File: src/rtl/mux_pkg.sv
// Shared defaults and helpers for the one-hot mux/demux family.
package mux_pkg;

    localparam int unsigned DEFAULT_WIDTH = 16;
    localparam int unsigned DEFAULT_N     = 3;
    localparam int unsigned DEFAULT_ERR_W = 8;

    // Widest select vector the helper accepts; narrower selects are zero-extended.
    localparam int unsigned MAX_N = 32;

    // Returns 1 iff exactly one bit of sel is set.
    function automatic logic onehot_check(input logic [MAX_N-1:0] sel);
        int unsigned ones;
        ones = 0;
        for (int unsigned i = 0; i < MAX_N; i++) begin
            ones += int'(sel[i]);
        end
        return (ones == 1);
    endfunction

endpackage

File: src/rtl/demux_slot.sv
// One-entry valid/ready holding register for a single demux output channel.
module demux_slot #(
    parameter int unsigned WIDTH = 16
) (
    input  logic             clk,
    input  logic             rst_n,
    input  logic             load,
    input  logic [WIDTH-1:0] load_data,
    input  logic             out_ready,
    output logic             out_valid,
    output logic [WIDTH-1:0] out_data,
    output logic             free
);

    logic             valid_q, valid_d;
    logic [WIDTH-1:0] data_q, data_d;

    // Next state: load wins, otherwise a consumed word drops valid and keeps stale data.
    always_comb begin
        valid_d = valid_q;
        data_d  = data_q;
        if (load) begin
            valid_d = 1'b1;
            data_d  = load_data;
        end else if (out_ready) begin
            valid_d = 1'b0;
        end
    end

    // Holding register with asynchronous clear.
    always_ff @(posedge clk or negedge rst_n) begin
        if (!rst_n) begin
            valid_q <= 1'b0;
            data_q  <= '0;
        end else begin
            valid_q <= valid_d;
            data_q  <= data_d;
        end
    end

    assign out_valid = valid_q;
    assign out_data  = data_q;
    // Slot can accept when empty or being drained this cycle.
    assign free      = !valid_q || out_ready;

endmodule

File: src/rtl/demux_generic.sv
// Registered one-hot demultiplexer: one valid/ready stream fanned out to N
// held output channels; malformed selects are dropped and counted.
module demux_generic
    import mux_pkg::*;
#(
    parameter int unsigned WIDTH     = DEFAULT_WIDTH,
    parameter int unsigned N         = DEFAULT_N,
    parameter int unsigned ERR_CNT_W = DEFAULT_ERR_W
) (
    input  logic                      clk,
    input  logic                      rst_n,
    input  logic                      in_valid,
    output logic                      in_ready,
    input  logic [WIDTH-1:0]          in_data,
    input  logic [N-1:0]              in_sel,
    output logic [N-1:0]              out_valid,
    input  logic [N-1:0]              out_ready,
    output logic [N-1:0][WIDTH-1:0]   out_data,
    output logic                      err_pulse,
    output logic [ERR_CNT_W-1:0]      err_count
);

    logic [MAX_N-1:0]     sel_ext;
    logic                 sel_ok;
    logic [N-1:0]         slot_free;
    logic [N-1:0]         load;
    logic                 err_pulse_q, err_pulse_d;
    logic [ERR_CNT_W-1:0] err_count_q, err_count_d;

    // Select classification and acceptance; in_ready never looks at in_valid.
    always_comb begin
        sel_ext           = '0;
        sel_ext[N-1:0]    = in_sel;
        sel_ok            = onehot_check(sel_ext);
        in_ready          = 1'b1;
        if (sel_ok) begin
            in_ready = |(in_sel & slot_free);
        end
        load = {N{in_valid && sel_ok}} & in_sel & slot_free;
    end

    for (genvar k = 0; k < N; k++) begin : g_slot
        demux_slot #(
            .WIDTH(WIDTH)
        ) u_slot (
            .clk       (clk),
            .rst_n     (rst_n),
            .load      (load[k]),
            .load_data (in_data),
            .out_ready (out_ready[k]),
            .out_valid (out_valid[k]),
            .out_data  (out_data[k]),
            .free      (slot_free[k])
        );
    end

    // Drop bookkeeping: pulse on every malformed beat, saturating counter.
    always_comb begin
        err_pulse_d = in_valid && !sel_ok;
        err_count_d = err_count_q;
        if (err_pulse_d && (err_count_q != '1)) begin
            err_count_d = err_count_q + 1'b1;
        end
    end

    // Error state registers.
    always_ff @(posedge clk or negedge rst_n) begin
        if (!rst_n) begin
            err_pulse_q <= 1'b0;
            err_count_q <= '0;
        end else begin
            err_pulse_q <= err_pulse_d;
            err_count_q <= err_count_d;
        end
    end

    assign err_pulse = err_pulse_q;
    assign err_count = err_count_q;

    a_load_onehot0: assert property (@(posedge clk) disable iff (!rst_n) $onehot0(load));

endmodule

File: config.mk
export PLATFORM = sky130hd
export DESIGN_NAME = demux_generic
export DESIGN_NICKNAME = d
export VERILOG_FILES = /design/src/rtl/mux_pkg.sv /design/src/rtl/demux_slot.sv /design/src/rtl/demux_generic.sv
export SDC_FILE = /design/constraint.sdc
export NUM_CORES = 1
export LEC_CHECK = 0
export CAP_MARGIN = 10
export CORE_ASPECT_RATIO = 1.75
export CORE_MARGIN = 2
export CORE_UTILIZATION = 41
export CTS_CLUSTER_SIZE = 24
export DETAILED_ROUTE_END_ITERATION = 12
export HOLD_SLACK_MARGIN = 0.08
export PLACE_DENSITY = 0.74
export SLEW_MARGIN = 0
export SYNTH_ARGS = -nofsm -noshare
export SYNTH_HDL_FRONTEND = slang
export SYNTH_SLANG_ARGS = --single-unit
File: constraint.sdc
create_clock -name clk -period 1.65 [get_ports clk]
set_input_delay 0.165 -clock clk [delete_from_list [all_inputs] [get_ports clk]]
set_output_delay 0.165 -clock clk [all_outputs]
set_load 0.01 [all_outputs]
==> flow_summary.toml <==
[outcome]
status = "finished clean"

[logic_synthesis]
yosys_warnings = 0
yosys.area.top_type = "dfrtp_1"
seq_area_frac_synth_pct = 61.2
synth_area_per_cell_um2 = 15.5
yosysMostFrequentCell = "dfrtp_1"
syn_nets = 185
synth-main-ff-cell = "dfrtp_1"
synthArstFlopShare_pct = 100
syn_inst = 158
synth_edf_count = 0
syn_area_mm2 = 0.00245
ys_ff_latch = 60
yosys-top-cells-area = "dfrtp_1 (61%), mux2_2 (23%), nand4_4 (2.6%)"
ys_types = 25
synth_top_area_share_pct = 61.2
synth_common_cells = "dfrtp_1 (60), mux2_2 (50), nand2_1 (9)"

[global_routing]
grt.overflow.total = 0
grt_pass1_wl_um = 8940
grt_pass1_vias = 1761
grt_max_degree = 48
antenna_found_initial = 0
grt_usage_pct = 18.0

[sta]
finClkSkew_ns = 0.00288
hold_violations = 0
timing.final.crit_share_pct = 97.4
period_minus_slack_ns = 1.61
rsz0062_at_grt = "false"
setup_viol = 0
tns_ns = 0
relSlewSlack_pct = 77.9
slew_violations = 0
tightest_slew_ns = 0.332
fmax_mhz = 622

[clocking]
clockRootBuffer = "clkbuf_8"
clk_path_buf_depth = 2
cts.clk_slew.worst_paths_ns = 0.06
clock_latency_ns = 0.34
cts_htree_levels = 3
cts_num_sinks = 60
cts_tree = "done"
numCtsBuffers = 9

[worst_setup_path]
regToRegStartpoint = "err_count[5]$_DFFE_PN0P_"
rr_worst_depth = 4
criticalPathCategory = "in2reg"
worstPathRequired_ns = 1.87
cp-start-kind = "primary input"
r2r_end = "err_count[1]$_DFFE_PN0P_"
endpoint_kind = "flip-flop"
rrSetupSlack_ns = 0.23
crit_fanout = 6
arrival_ns = 1.83

[detailed_routing]
vias = 1679
drcViolationCount = 0
via_per_inst = 4.87
initialDrtViolationCount = 24
firstDrtPassIters = 3
wl_um = 5480
ant_nets = 0
wl_per_cell_um = 15.9

[layout]
design_area_mm2 = 0.00367
nets = 293
n_fill_cell = 498
area_growth_syn_to_layout_pct = 49.7
n_antenna_cell = 0
drive_gt1_share_pct = 33.7

[placed_design]
numPortBuffers = 85
place_congestion = 0.730
dpl-instance-area_mm2 = 0.00352
dpl.hpwl_um = 3880

[floorplanning]
core_area_mm2 = 0.00583
dieArea_mm2 = 0.00664
die_w_um = 62.5
ios = 86
die-height_um = 106
rows = 37
start_util_pct = 42.1

[pwr]
vdd_drop_max_mv = 0.802
power.density_mw_per_mm2 = 1450
leakage_nw = 1.60
p_total_mw = 5.32

[min_path]
hp-class = "in2async"

[job]
drv_cap = 0
-- sequential cells by signal, indices dropped and copies added, names as in the netlist --
| signal | cells |
|---|---|
| err_count | 8 |
| err_pulse | 1 |
| g_slot.u_slot.out_valid | 3 |
| g_slot.u_slot.out_data | 48 |
-- worst max-delay path by stage --
stage	startpoint	end	slack (ns)	cells after the start
floorplan	in_sel[0]	err_count[6]$_DFFE_PN0P_	-0.04	6
global placement	in_sel[0]	err_count[6]$_DFFE_PN0P_	-0.57	6
detailed placement	in_sel[0]	err_count[6]$_DFFE_PN0P_	-0.63	6
CTS	in_sel[1]	err_count[6]$_DFFE_PN0P_	0.0009	7
global route	in_sel[0]	err_count[1]$_DFFE_PN0P_	0.006	7
finish	in_sel[0]	err_count[6]$_DFFE_PN0P_	0.04	7
-- area by class of cell --
cell class / instances / area (um^2) / area share, %
repair buffers: 105 / 1040 / 28.3
well taps: 78 / 97.6 / 2.66
clock buffers: 12 / 145 / 3.95
flip-flops and latches: 60 / 1500 / 40.9
multi-input cells: 90 / 890 / 24.2
-- cell usage in the layout (no fill, tap or decap), drive strengths merged, types with 2 or more instances in the layout --
master         count
clkdlybuf4s50     80
dfrtp             60
mux2              51
buf               20
clkbuf            14
nand2              9
nand4              5
nand3              4
nand2b             3
xnor2              3
nor2               2
a21oi              2
dlygate4sd2        2
-- kinds of logic (layout without fill, tap and decap cells) --
| logic type | after synthesis | after routing | share of synthesized area [%] |
|---|---|---|---|
| XOR/XNOR | 4 | 4 | 1.43 |
| AND/OR/NAND/NOR | 30 | 30 | 8.98 |
| AO/OA/AOI/OAI | 3 | 3 | 0.714 |
| buffers and inverters | 8 | 117 | 2.96 |
| flip-flops | 60 | 60 | 61.2 |
| adder cells (fa/ha/maj) | 2 | 2 | 1.33 |
| multiplexers | 51 | 51 | 23.4 |
-- report_power, final --
part / switching (mW) / internal, mW / leakage [nW]
Combinational: 0.751 / 1.31 / 0.801
Clock: 0.495 / 0.552 / 0.0743
Sequential: 0.261 / 1.95 / 0.729
-- stage by stage --
| stage | utilization (%) | hold slack, ns | instances | worst slack [ns] |
|---|---|---|---|---|
| finish | 63.0 | 0.261 | 345 | 0.0431 |
| global placement | 60.3 | 0.0871 | 331 | -0.573 |
| detailed placement | 60.3 | 0.0861 | 331 | -0.629 |
| floorplan | - | -0.131 | 158 | -0.0401 |
| CTS | 63.1 | 0.268 | 345 | 0.000925 |
| global route | 63.0 | 0.279 | 345 | 0.00605 |
-- critical path, cell delays in order --
cell and delay, ns:
dlygate4sd2_1 0.25, fa_1 0.44, nor2b_4 0.15, buf_6 0.14, and4b_1 0.27, nand4_1 0.11
mux2_4 0.31
-- layer usage --
| metal | share of wire, % | vias up | GRT usage [%] |
|---|---|---|---|
| met3 | 5.5 | 13 | 5.93 |
| met4 | 3.6 | 0 | 11.6 |
| li1 | - | 766 | - |
| met5 | 0 | - | 0 |
| met2 | 55 | 58 | 31.2 |
| met1 | 36 | 842 | 18.3 |
-- repair_timing --
action	CTS	global route
hold buffers	1	0
endpoints found under the setup margin	56	31
buffers inserted	1	0
hold endpoints to repair	35	0
gates resized for setup	7	3
pin swaps	2	1
gates cloned	0	0
No activity file was read; power rests on OpenSTA's default activity.
